`src/rtl/spi_slave_if.sv`:
```
// -----------------------------------------------------------------------------
// spi_slave_if
// Bundles the SPI pins and the parallel consumer/producer handshake of
// spi_slave. The system clock and reset stay plain ports on the block itself.
//
// Signals:
//   SPI_SLAVE_SCK_In, SPI_SLAVE_MOSI_In, SPI_SLAVE_SS_InLow : serial pins from master
//   SPI_SLAVE_MISO_Out                                     : serial data to master
//   SPI_SLAVE_txData_In / SPI_SLAVE_txLoad_InHigh          : next word to transmit + load strobe
//   SPI_SLAVE_rxRead_InHigh                                : consumer acknowledge of data_Out
//   SPI_SLAVE_data_Out / newData_Out / rxValid_Out         : received word and its status
//   SPI_SLAVE_overrun_Out / busy_Out                       : sticky overrun flag, frame activity
// Modports: slave (the block), master (the surrounding logic / bench).
// -----------------------------------------------------------------------------
interface spi_slave_if #(
    parameter int DATAWIDTH_BUS = 8
);
    logic                     SPI_SLAVE_SCK_In;
    logic                     SPI_SLAVE_MOSI_In;
    logic                     SPI_SLAVE_SS_InLow;
    logic [DATAWIDTH_BUS-1:0] SPI_SLAVE_txData_In;
    logic                     SPI_SLAVE_txLoad_InHigh;
    logic                     SPI_SLAVE_rxRead_InHigh;
    logic                     SPI_SLAVE_MISO_Out;
    logic [DATAWIDTH_BUS-1:0] SPI_SLAVE_data_Out;
    logic                     SPI_SLAVE_newData_Out;
    logic                     SPI_SLAVE_rxValid_Out;
    logic                     SPI_SLAVE_overrun_Out;
    logic                     SPI_SLAVE_busy_Out;

    modport slave (
        input  SPI_SLAVE_SCK_In, SPI_SLAVE_MOSI_In, SPI_SLAVE_SS_InLow,
        input  SPI_SLAVE_txData_In, SPI_SLAVE_txLoad_InHigh, SPI_SLAVE_rxRead_InHigh,
        output SPI_SLAVE_MISO_Out, SPI_SLAVE_data_Out, SPI_SLAVE_newData_Out,
        output SPI_SLAVE_rxValid_Out, SPI_SLAVE_overrun_Out, SPI_SLAVE_busy_Out
    );

    modport master (
        output SPI_SLAVE_SCK_In, SPI_SLAVE_MOSI_In, SPI_SLAVE_SS_InLow,
        output SPI_SLAVE_txData_In, SPI_SLAVE_txLoad_InHigh, SPI_SLAVE_rxRead_InHigh,
        input  SPI_SLAVE_MISO_Out, SPI_SLAVE_data_Out, SPI_SLAVE_newData_Out,
        input  SPI_SLAVE_rxValid_Out, SPI_SLAVE_overrun_Out, SPI_SLAVE_busy_Out
    );
endinterface

```
`src/rtl/spi_slave.sv`:
```
// -----------------------------------------------------------------------------
// spi_slave
// SPI mode-0 slave, MSB first, oversampled by the system clock. SCK, MOSI and
// SS are synchronized (2 flops) and edges are detected on the synchronized
// copies. Received words are presented on data_Out with a newData pulse and
// a rxValid/overrun handshake; transmit words come from a holding register
// loaded by txLoad and retransmitted until reloaded.
//
// Ports:
//   SPI_SLAVE_CLOCK_50     : system clock, rising edge
//   SPI_SLAVE_RESET_InLow  : asynchronous active-low reset
//   bus (spi_slave_if.slave): serial pins and parallel handshake
// -----------------------------------------------------------------------------
module spi_slave #(
    parameter int DATAWIDTH_BUS = 8,
    parameter int STATE_SIZE    = 2
) (
    input  logic         SPI_SLAVE_CLOCK_50,
    input  logic         SPI_SLAVE_RESET_InLow,
    spi_slave_if.slave   bus
);
    localparam int W  = DATAWIDTH_BUS;
    localparam int CW = $clog2(DATAWIDTH_BUS + 1);

    typedef enum logic [STATE_SIZE-1:0] {
        IDLE  = STATE_SIZE'(0),
        SHIFT = STATE_SIZE'(1),
        DONE  = STATE_SIZE'(2)
    } state_t;

    state_t          state_r, state_next_s;
    logic            sck_meta_r, sck_sync_r, sck_prev_r;
    logic            mosi_meta_r, mosi_sync_r;
    logic            ss_meta_r, ss_sync_r, ss_prev_r;
    logic [CW-1:0]   cnt_r, cnt_next_s;
    logic [W-1:0]    rx_r, rx_next_s;
    logic [W-1:0]    tx_r, tx_next_s;
    logic [W-1:0]    hold_r;
    logic [W-1:0]    data_r, data_next_s;
    logic            miso_r, miso_next_s;
    logic            valid_r, valid_next_s;
    logic            ovr_r, ovr_next_s;
    logic            new_data_r, busy_r;
    logic            sck_rise_s, sck_fall_s, ss_fall_s;

    assign sck_rise_s =  sck_sync_r & ~sck_prev_r;
    assign sck_fall_s = ~sck_sync_r &  sck_prev_r;
    // ss_prev resets to 0, so the 0 reset value of the SS synchronizer can
    // never be mistaken for a frame start after reset release.
    assign ss_fall_s  = ~ss_sync_r  &  ss_prev_r;

    // Input synchronizers plus the one-cycle-delayed copies used for edge detection.
    always_ff @(posedge SPI_SLAVE_CLOCK_50 or negedge SPI_SLAVE_RESET_InLow) begin
        if (!SPI_SLAVE_RESET_InLow) begin
            sck_meta_r  <= 1'b0; sck_sync_r  <= 1'b0; sck_prev_r <= 1'b0;
            mosi_meta_r <= 1'b0; mosi_sync_r <= 1'b0;
            ss_meta_r   <= 1'b0; ss_sync_r   <= 1'b0; ss_prev_r  <= 1'b0;
        end else begin
            sck_meta_r  <= bus.SPI_SLAVE_SCK_In;   sck_sync_r  <= sck_meta_r;  sck_prev_r <= sck_sync_r;
            mosi_meta_r <= bus.SPI_SLAVE_MOSI_In;  mosi_sync_r <= mosi_meta_r;
            ss_meta_r   <= bus.SPI_SLAVE_SS_InLow; ss_sync_r   <= ss_meta_r;   ss_prev_r  <= ss_sync_r;
        end
    end

    // Transmit holding register; loadable in any state.
    always_ff @(posedge SPI_SLAVE_CLOCK_50 or negedge SPI_SLAVE_RESET_InLow) begin
        if (!SPI_SLAVE_RESET_InLow) begin
            hold_r <= {W{1'b0}};
        end else if (bus.SPI_SLAVE_txLoad_InHigh) begin
            hold_r <= bus.SPI_SLAVE_txData_In;
        end else begin
            hold_r <= hold_r;
        end
    end

    // State, shifters, counter and registered outputs.
    always_ff @(posedge SPI_SLAVE_CLOCK_50 or negedge SPI_SLAVE_RESET_InLow) begin
        if (!SPI_SLAVE_RESET_InLow) begin
            state_r    <= IDLE;
            cnt_r      <= {CW{1'b0}};
            rx_r       <= {W{1'b0}};
            tx_r       <= {W{1'b0}};
            data_r     <= {W{1'b0}};
            miso_r     <= 1'b0;
            valid_r    <= 1'b0;
            ovr_r      <= 1'b0;
            new_data_r <= 1'b0;
            busy_r     <= 1'b0;
        end else begin
            state_r    <= state_next_s;
            cnt_r      <= cnt_next_s;
            rx_r       <= rx_next_s;
            tx_r       <= tx_next_s;
            data_r     <= data_next_s;
            miso_r     <= miso_next_s;
            valid_r    <= valid_next_s;
            ovr_r      <= ovr_next_s;
            new_data_r <= (state_next_s == DONE);
            busy_r     <= (state_next_s != IDLE);
        end
    end

    // Next-state and datapath decode.
    always_comb begin
        state_next_s = state_r;
        cnt_next_s   = cnt_r;
        rx_next_s    = rx_r;
        tx_next_s    = tx_r;
        data_next_s  = data_r;
        miso_next_s  = miso_r;
        valid_next_s = valid_r;
        ovr_next_s   = ovr_r;

        if (bus.SPI_SLAVE_rxRead_InHigh) begin
            valid_next_s = 1'b0;
            ovr_next_s   = 1'b0;
        end else begin
            valid_next_s = valid_r;
            ovr_next_s   = ovr_r;
        end

        case (state_r)
            IDLE: begin
                miso_next_s = 1'b0;
                if (ss_fall_s) begin
                    state_next_s = SHIFT;
                    tx_next_s    = hold_r;
                    cnt_next_s   = {CW{1'b0}};
                    miso_next_s  = hold_r[W-1];
                end else begin
                    state_next_s = IDLE;
                end
            end
            SHIFT: begin
                // A completed word wins over a simultaneous SS release.
                if (cnt_r == CW'(DATAWIDTH_BUS)) begin
                    state_next_s = DONE;
                    data_next_s  = rx_r;
                end else if (ss_sync_r) begin
                    state_next_s = IDLE;
                    miso_next_s  = 1'b0;
                end else if (sck_rise_s) begin
                    rx_next_s  = {rx_r[W-2:0], mosi_sync_r};
                    cnt_next_s = cnt_r + CW'(1);
                end else if (sck_fall_s) begin
                    // The fall that closes the previous word arrives after the
                    // reload in DONE (count 0): present the fresh MSB unshifted.
                    if (cnt_r == {CW{1'b0}}) begin
                        miso_next_s = tx_r[W-1];
                    end else begin
                        tx_next_s   = {tx_r[W-2:0], 1'b0};
                        miso_next_s = tx_r[W-2];
                    end
                end else begin
                    state_next_s = SHIFT;
                end
            end
            DONE: begin
                cnt_next_s   = {CW{1'b0}};
                tx_next_s    = hold_r;
                valid_next_s = 1'b1;
                if (bus.SPI_SLAVE_rxRead_InHigh) begin
                    ovr_next_s = 1'b0;
                end else begin
                    ovr_next_s = ovr_r | valid_r;
                end
                if (ss_sync_r) begin
                    state_next_s = IDLE;
                    miso_next_s  = 1'b0;
                end else begin
                    state_next_s = SHIFT;
                end
            end
            default: begin
                state_next_s = IDLE;
                miso_next_s  = 1'b0;
            end
        endcase
    end

    assign bus.SPI_SLAVE_MISO_Out    = miso_r;
    assign bus.SPI_SLAVE_data_Out    = data_r;
    assign bus.SPI_SLAVE_newData_Out = new_data_r;
    assign bus.SPI_SLAVE_rxValid_Out = valid_r;
    assign bus.SPI_SLAVE_overrun_Out = ovr_r;
    assign bus.SPI_SLAVE_busy_Out    = busy_r;
endmodule

```
`src/flat_wrapper.sv`:
```
// flat-port wrapper written by rule: the top's interface ports become plain ports
module spi_slave_flat 
#(
    parameter int DATAWIDTH_BUS = 8,
    parameter int STATE_SIZE    = 2
)
  (SPI_SLAVE_CLOCK_50, SPI_SLAVE_RESET_InLow, bus_SPI_SLAVE_SCK_In, bus_SPI_SLAVE_MOSI_In, bus_SPI_SLAVE_SS_InLow, bus_SPI_SLAVE_txData_In, bus_SPI_SLAVE_txLoad_InHigh, bus_SPI_SLAVE_rxRead_InHigh, bus_SPI_SLAVE_MISO_Out, bus_SPI_SLAVE_data_Out, bus_SPI_SLAVE_newData_Out, bus_SPI_SLAVE_rxValid_Out, bus_SPI_SLAVE_overrun_Out, bus_SPI_SLAVE_busy_Out);
  spi_slave_if #(.DATAWIDTH_BUS(DATAWIDTH_BUS)) bus_i ();
  input  logic SPI_SLAVE_CLOCK_50;
  input  logic SPI_SLAVE_RESET_InLow;
  input wire logic [$bits(bus_i.SPI_SLAVE_SCK_In)-1:0] bus_SPI_SLAVE_SCK_In;
  input wire logic [$bits(bus_i.SPI_SLAVE_MOSI_In)-1:0] bus_SPI_SLAVE_MOSI_In;
  input wire logic [$bits(bus_i.SPI_SLAVE_SS_InLow)-1:0] bus_SPI_SLAVE_SS_InLow;
  input wire logic [$bits(bus_i.SPI_SLAVE_txData_In)-1:0] bus_SPI_SLAVE_txData_In;
  input wire logic [$bits(bus_i.SPI_SLAVE_txLoad_InHigh)-1:0] bus_SPI_SLAVE_txLoad_InHigh;
  input wire logic [$bits(bus_i.SPI_SLAVE_rxRead_InHigh)-1:0] bus_SPI_SLAVE_rxRead_InHigh;
  output wire logic [$bits(bus_i.SPI_SLAVE_MISO_Out)-1:0] bus_SPI_SLAVE_MISO_Out;
  output wire logic [$bits(bus_i.SPI_SLAVE_data_Out)-1:0] bus_SPI_SLAVE_data_Out;
  output wire logic [$bits(bus_i.SPI_SLAVE_newData_Out)-1:0] bus_SPI_SLAVE_newData_Out;
  output wire logic [$bits(bus_i.SPI_SLAVE_rxValid_Out)-1:0] bus_SPI_SLAVE_rxValid_Out;
  output wire logic [$bits(bus_i.SPI_SLAVE_overrun_Out)-1:0] bus_SPI_SLAVE_overrun_Out;
  output wire logic [$bits(bus_i.SPI_SLAVE_busy_Out)-1:0] bus_SPI_SLAVE_busy_Out;
  assign bus_i.SPI_SLAVE_SCK_In = bus_SPI_SLAVE_SCK_In;
  assign bus_i.SPI_SLAVE_MOSI_In = bus_SPI_SLAVE_MOSI_In;
  assign bus_i.SPI_SLAVE_SS_InLow = bus_SPI_SLAVE_SS_InLow;
  assign bus_i.SPI_SLAVE_txData_In = bus_SPI_SLAVE_txData_In;
  assign bus_i.SPI_SLAVE_txLoad_InHigh = bus_SPI_SLAVE_txLoad_InHigh;
  assign bus_i.SPI_SLAVE_rxRead_InHigh = bus_SPI_SLAVE_rxRead_InHigh;
  assign bus_SPI_SLAVE_MISO_Out = bus_i.SPI_SLAVE_MISO_Out;
  assign bus_SPI_SLAVE_data_Out = bus_i.SPI_SLAVE_data_Out;
  assign bus_SPI_SLAVE_newData_Out = bus_i.SPI_SLAVE_newData_Out;
  assign bus_SPI_SLAVE_rxValid_Out = bus_i.SPI_SLAVE_rxValid_Out;
  assign bus_SPI_SLAVE_overrun_Out = bus_i.SPI_SLAVE_overrun_Out;
  assign bus_SPI_SLAVE_busy_Out = bus_i.SPI_SLAVE_busy_Out;
  spi_slave #(.DATAWIDTH_BUS(DATAWIDTH_BUS), .STATE_SIZE(STATE_SIZE)) u_core (.SPI_SLAVE_CLOCK_50(SPI_SLAVE_CLOCK_50), .SPI_SLAVE_RESET_InLow(SPI_SLAVE_RESET_InLow), .bus(bus_i));
endmodule
```
`config.mk`:
```
export PLATFORM = sky130hd
export DESIGN_NAME = spi_slave_flat
export DESIGN_NICKNAME = d
export VERILOG_FILES = /design/src/rtl/spi_slave_if.sv /design/src/rtl/spi_slave.sv /design/src/flat_wrapper.sv
export SDC_FILE = /design/constraint.sdc
export NUM_CORES = 1
export LEC_CHECK = 0
export CAP_MARGIN = 20
export CORE_ASPECT_RATIO = 0.5
export CORE_MARGIN = 3
export CORE_UTILIZATION = 48
export CTS_CLUSTER_SIZE = 25
export DETAILED_ROUTE_END_ITERATION = 16
export PLACE_DENSITY = 0.82
export SYNTH_ARGS = -nofsm -noshare
export SYNTH_HDL_FRONTEND = slang
export SYNTH_SLANG_ARGS = --single-unit
```
`constraint.sdc`:
```
create_clock -name SPI_SLAVE_CLOCK_50 -period 1.6 [get_ports SPI_SLAVE_CLOCK_50]
set_input_delay 0.24 -clock SPI_SLAVE_CLOCK_50 [delete_from_list [all_inputs] [get_ports SPI_SLAVE_CLOCK_50]]
set_output_delay 0.24 -clock SPI_SLAVE_CLOCK_50 [all_outputs]
set_load 0.02 [all_outputs]
```
==> key figures, run 1 <==
Status
  – Outcome: finished clean

Placed design
  – Cell Area, Placed: around 2500 sq um
  – GP Congestion: roughly 0.87
  – Number of I/O port buffers: 27
  – Hpwl dp: approximately 2400 microns
  – DP Worst Slack: about 0.042 ns

Floorplan
  – Die width: 98.5 microns
  – Core box area: roughly 4000 sq um
  – Row count: 16
  – IO Count: 28
  – Chip height: 52.2 microns
  – Die ar.: between 5000 and 6000 sq um
  – Initial core utilization: about 50%

Logic synthesis
  – Synthesized area per cell: around 14 sq um
  – Area contributors post-synth: dfrtp_1 (62%), mux2_2 (20%), o21ai_0 (1.5%), inv_1 (1.3%), nor2_1 (1.3%)
  – Gate Count Post-Synth: around 150
  – Yosys reg bits: 51
  – Register area share after synthesis: 62.2%
  – Leading area contributor after synthesis: dfrtp_1
  – Syn Nets: 163
  – Synthesized cell area: just over 2000 sq um
  – Area fraction of the dominant cell type after synthesis: 62.2%
  – Netlist cell types: 33
  – Ys Warns: 0

Layout
  – Area Overhead vs Synth: 28.9%
  – Commonest non-fill, non-tap cell in the layout: dfrtp_1
  – Diodes inserted: 0
  – Layout net count: 205
  – Layout cells sized above 1: about a third
  – Commonest cells after routing, fill and taps aside: dfrtp_1 (51), mux2_2 (29), clkdlybuf4s50_1 (26)
  – Final core occ: about two thirds
  – Final Instance Area: ~2600 sq um

Clocking
  – CTS tree: done
  – Clk pin slew, worst setup/hold paths: around 0.10 ns
  – CTS sink count: 51
  – Total CTS buffers: 5
  – H-tree Lvls: 2
  – Setup Fix Bufs, Post-CTS: 0
  – CTS Root Cell: clkbuf_8
  – Clock Latency Late Sink: roughly 0.32 ns
  – Clock buffer depth: 2

STA
  – Fmax: roughly 630 MHz
  – Hold Fails Final Rpt: 0
  – Fin Clk Skew: between 0.015 and 0.02 ns
  – Fin crit period: roughly 1.6 ns
  – RSZ-0062 raised after global routing: yes
  – Max-slew violation count: 0
  – Final setup violation count: 0
  – Worst slew pin tran: around 0.36 ns
  – Worst hold margin: around 0.35 ns
  – PnR worst setup slack: around 0.021 ns
  – Crit share post-route: ~99%
  – Setup TNS: 0 ns
  – Worst rel slew slack: ~76%

Global route
  – Largest net degree at the start of global routing: 52
  – GR Util met2: approximately a quarter
  – Vias in the first global route: roughly 1300
  – GRT overflow: 0
  – Initial antenna violation count: 0
  – First-pass GRT wire length: 5730 microns
  – M3 GR Usage: under 10%
  – Layer with the highest usage: met2
  – GR Util met1: 18.2%
  – GRT Overall Usage: between 10 and 15%

Critical path
  – Slowest CP cell: dfrtp_1
  – Critical Path Sink Type: flop
  – Critical-path cell list: inv_1 > ha_2 > nand3b_1 > nor2_2 > buf_12 > mux2_2
  – CP top delay family: flip-flops
  – Critical Path Fanout Max: 9
  – WP buf/inv: 2
  – WP data required: ~1.8 ns
  – Worst reg2reg path depth: 6
  – R2R Setup Slk: around 0.021 ns
  – R2r endpoint: u_core.bus.SPI_SLAVE_data_Out[3]
  – Crit path DAT: ~1.8 ns
  – Crit path launch type: flop
  – Reg2Reg Launch Point: u_core.cnt_r[1]
  – Crit path largest cell delay: approximately 0.4 ns
  – Crit Path Class: reg -> reg

Detailed routing
  – Via count: 1248
  – DR DRC count: 0
  – Routed len/inst: about 14 microns
  – Final ANT Viol Nets: 0
  – Starting DRT DRC Count: 31
  – Drt pass-1 iters: 4
  – Total wire length: between 3000 and 4000 microns
  – Drt via density: roughly 5.1

Pwr
  – Leak: 0.00121 uW
  – PwrDens: about 1000 nW/um^2
  – Max IR drop VDD: approximately 0.00064 V

Flow run
  – Maxcap violations: 0

Min path
  – Hold path start: bus_SPI_SLAVE_MOSI_In
  – Hold Path Class: in -> reg
  – Hold Path Sink: u_core.mosi_meta_r
  – Hold Path Stages: 1
[cell usage after synthesis (all sizes together)]
master,number
o211ai,1
o31ai,1
a2bb2oi,1
mux2,37
o21ai,7
nor3,1
nand2,5
buf,3
o21a,1
o22ai,1
a31oi,1
mux2i,1
a21boi,1
nand3,4
nor3b,1
nand2b,2
a211oi,1
nor2b,2
clkbuf,1
nor2,8
a22o,1
a32oi,1
inv,7
nand3b,1
nand4b,1
or3,1
o41ai,1
dfrtp,51
ha,2
[worst register-to-register path, delay by kind of cell (launching register included)]
| kind | cells | cell delay, ns |
|---|---|---|
| flops | 1 | 0.39 |
| mux | 1 | 0.34 |
| buf+inv | 2 | 0.21 |
| simple gates | 2 | 0.35 |
| fa+ha+maj | 1 | 0.17 |
[worst max-delay path by stage]
stage	startpoint	to	slack, ns	depth (start not counted)
floorplan	u_core.cnt_r[0]	u_core.bus.SPI_SLAVE_data_Out[0]	-0.02	5
global placement	u_core.cnt_r[0]	u_core.bus.SPI_SLAVE_data_Out[3]	0.06	6
detailed placement	u_core.cnt_r[0]	u_core.bus.SPI_SLAVE_data_Out[1]	0.04	6
CTS	u_core.cnt_r[1]	u_core.bus.SPI_SLAVE_data_Out[3]	0.005	6
global route	u_core.cnt_r[1]	u_core.bus.SPI_SLAVE_data_Out[1]	-0.05	6
finish	u_core.cnt_r[1]	u_core.bus.SPI_SLAVE_data_Out[3]	0.02	6
[sequential cells by signal, summed over array words and instances, names as in the netlist, 2 cells and up]
| signal | cells |
|---|---|
| u_core.tx_r | 8 |
| u_core.cnt_r | 4 |
| u_core.bus.SPI_SLAVE_data_Out | 8 |
| u_core.state_r | 2 |
| u_core.rx_r | 8 |
| u_core.hold_r | 8 |
[stage by stage]
| step | cells | total power (uW) |
|---|---|---|
| floorplan | 146 | 1700 |
| global placement | 234 | 1830 |
| detailed placement | 234 | 1850 |
| CTS | 243 | 2760 |
| global route | 243 | 2880 |
| finish | 243 | 2740 |
[final cells by class]
type,count,area [sq um]
Multi-Input combinational cell,84,764
Clock inverter,3,46.3
Inverter,7,26.3
Fill cell,299,1360
Clock buffer,5,68.8
Sequential cell,51,1280
Tap cell,54,67.6
Timing Repair Buffer,39,395
[repair_timing]
action                     CTS  global route
hold buffers                 1             0
hold endpoints to repair    51             0
resized for setup            0             9
setup endpoints to repair    0            18
[logic make-up after synthesis]
family	Yosys count	share of synthesized area, %
multiplexers	38	20.8
buffers and inverters	11	2.13
AND/OR/NAND/NOR	26	7.81
adder cells (fa/ha/maj)	2	1.22
AO/OA/AOI/OAI	18	5.85
flip-flops	51	62.2
[routing by layer]
metal,routed length [microns],vias to the layer above
met5,0,-
met4,78,0
met3,105,7
met2,1590,23
met1,1600,615
li1,-,603
[power breakdown]
part	total (uW)	internal, uW	switching [uW]
clock network	909	471	438
registers	1490	1420	75.2
logic	342	214	128
total	2740	2100	641
Note: power is estimated with default switching activity, not from simulation.
==> inputs of run 2 (changes only) <==
TNS_END_PERCENT = 30   (was default)
==> run 2 against run 1 <==
  * Worst hold slack is essentially flat
  * Clock power hardly changed
  * Core utilization unchanged
  * Final cell count stayed put
  * Count of clock-buffer cells in the layout unchanged
  * Sequential cell count unchanged
  * Combinational power about the same
  * Final area is the same
  * Worst setup slack is essentially flat
==> key figures, run 2 (synthesis results as in run 1) <==
STA
  – Fin crit period: 1.58 ns (+0.00000390 ns)
  – Final setup violation count: 0 (unchanged)
  – Fmax: 633 MHz (about the same)
  – Setup TNS: 0 ns (unchanged)
  – Hold Fails Final Rpt: 0 (unchanged)
  – Fin Clk Skew: 0.0153 ns (-0.00000280 ns)
  – Worst slew pin tran: 0.356 ns (unchanged)
  – RSZ-0062 raised after global routing: yes
  – Crit share post-route: 98.7% (about the same)
  – Max-slew violation count: 0 (unchanged)
  – PnR worst setup slack: 0.0212 ns (-0.00000390 ns)
  – Worst rel slew slack: 76.2% (unchanged)

Critical path
  – Reg2Reg Launch Point: u_core.cnt_r[1]
  – Worst setup startpoint: u_core.cnt_r[1]
  – Crit Path Class: reg -> reg
  – Critical Path Sink Type: flop
  – Critical Path Fanout Max: 9 (unchanged)
  – Crit path launch type: flop
  – WP data required: 1.80 ns (about the same)
  – Crit path DAT: 1.78 ns (about the same)

Floorplan
  – Die width: 98.5 microns (unchanged)
  – Core box area: 4000 sq um (unchanged)
  – Die ar.: 5140 sq um (unchanged)
  – Row count: 16 (unchanged)
  – Chip height: 52.2 microns (unchanged)
  – Initial core utilization: 51.2% (unchanged)
  – IO Count: 28 (unchanged)

Detailed routing
  – DR DRC count: 0 (unchanged)
  – Routed len/inst: 13.9 microns (-0.12%)
  – Via count: 1246 (-0.16%)
  – Final ANT Viol Nets: 0 (unchanged)
  – Drt pass-1 iters: 4 (unchanged)
  – Total wire length: 3370 microns (-0.12%)
  – Starting DRT DRC Count: 26 (-16%)
  – Drt via density: 5.13 (-0.16%)

Placed design
  – Hpwl dp: 2370 microns (unchanged)
  – GP Congestion: 0.871 (unchanged)
  – Number of I/O port buffers: 27 (unchanged)
  – DP Worst Slack: 0.0420 ns (unchanged)

Clocking
  – Total CTS buffers: 5 (unchanged)
  – Clock buffer depth: 2 (unchanged)
  – CTS Root Cell: clkbuf_8
  – Setup Fix Bufs, Post-CTS: 0 (unchanged)
  – CTS sink count: 51 (unchanged)
  – H-tree Lvls: 2 (unchanged)
  – Clk pin slew, worst setup/hold paths: 0.10 ns (about the same)
  – CTS tree: done
  – Clock Latency Late Sink: 0.32 ns (about the same)

Global route
  – First-pass GRT wire length: 5730 microns (unchanged)
  – Initial antenna violation count: 0 (unchanged)
  – Largest net degree at the start of global routing: 52 (unchanged)
  – GRT Overall Usage: 14.6% (unchanged)
  – Vias in the first global route: 1282 (unchanged)
  – GRT overflow: 0 (unchanged)

Pwr
  – PwrDens: 1040 nW/um^2 (about the same)
  – Max IR drop VDD: 0.000636 V (unchanged)
  – Leak: 0.00121 uW (about the same)

Layout
  – Commonest cells after routing, fill and taps aside: dfrtp_1 (51), mux2_2 (29), clkdlybuf4s50_1 (26)
  – Layout net count: 205 (unchanged)
  – Area Overhead vs Synth: 28.9% (unchanged)
  – Commonest non-fill, non-tap cell in the layout: dfrtp_1
  – Diodes inserted: 0 (unchanged)
  – Layout cells sized above 1: 32.8% (unchanged)

Min path
  – Hold path start: bus_SPI_SLAVE_MOSI_In
  – Hold Path Class: in -> reg

Status
  – Outcome: finished clean

Flow run
  – Maxcap violations: 0 (unchanged)
==> run 2: final cells by class <==
cell class | count | area (sq um)
clock inverter | 3 | 46.3
timing repair buffer | 39 | 395
tap | 54 | 67.6
sequential | 51 | 1280
clock buffer | 5 | 68.8
inverter | 7 | 26.3
fill | 299 | 1360
multi-input combinational | 84 | 764
==> run 2: layer usage <==
metal / global-route usage [%] / wire length [microns]
met1: 18.2 / 1600
met2: 23.9 / 1590
met3: 3.59 / 105
met4: 8.16 / 78
met5: 0 / 0
==> run 2: worst paths after layout <==
check                                                        end  slack [ns]  cells after the start
max in group asynchronous                       u_core.ss_prev_r        0.94                      3
worst min register to register                 u_core.sck_sync_r        0.36                      0
worst min-delay path                          u_core.mosi_meta_r        0.35                      1
worst max-delay path            u_core.bus.SPI_SLAVE_data_Out[3]        0.02                      6
worst max register to register  u_core.bus.SPI_SLAVE_data_Out[3]        0.02                      6
min in group asynchronous       u_core.bus.SPI_SLAVE_data_Out[0]        0.42                      3
==> run 2: metrics by stage <==
step | utilization, % | cells | total power, uW | cell area, sq um | hold WS [ns]
after floorplan | - | 146 | 1700 | 2060 | -0.0556
after global placement | 62.1 | 234 | 1830 | 2490 | 0.247
after detailed placement | 62.1 | 234 | 1850 | 2490 | 0.251
after CTS | 65.3 | 243 | 2760 | 2610 | 0.342
after global routing | 66.1 | 243 | 2880 | 2650 | 0.350
final | 66.1 | 243 | 2740 | 2650 | 0.350
==> run 2: where the power goes <==
part           switching [uW]  total [uW]  internal, uW
logic                     128         342           214
clock network             438         909           471
registers                75.2        1490          1420
==> run 2: worst max-delay path: stages (launching register included) <==
cell and delay, ns:
dfrtp_1 0.39, inv_1 0.06, ha_2 0.17, nand3b_1 0.17, nor2_2 0.18, buf_12 0.15, mux2_2 0.34
==> run 2: what timing repair did <==
item,CTS,global route
hold buffers,1,0
endpoints found under the setup margin,0,18
gates resized for setup,0,9
endpoints found under the hold margin,51,0
==> inputs of run 3 (changes only) <==
==> constraint.sdc (replaced) <==
create_clock -name SPI_SLAVE_CLOCK_50 -period 1.6 [get_ports SPI_SLAVE_CLOCK_50]
set_input_delay 0.24 -clock SPI_SLAVE_CLOCK_50 [delete_from_list [all_inputs] [get_ports SPI_SLAVE_CLOCK_50]]
set_output_delay 0.24 -clock SPI_SLAVE_CLOCK_50 [all_outputs]
set_load 0.005 [all_outputs]
==> results of run 3 <==
The final DEF is identical to that of run 2. Status: finished clean.
Among the figures that moved: worst IR drop on VDD 0.000636 V -> 0.000635 V
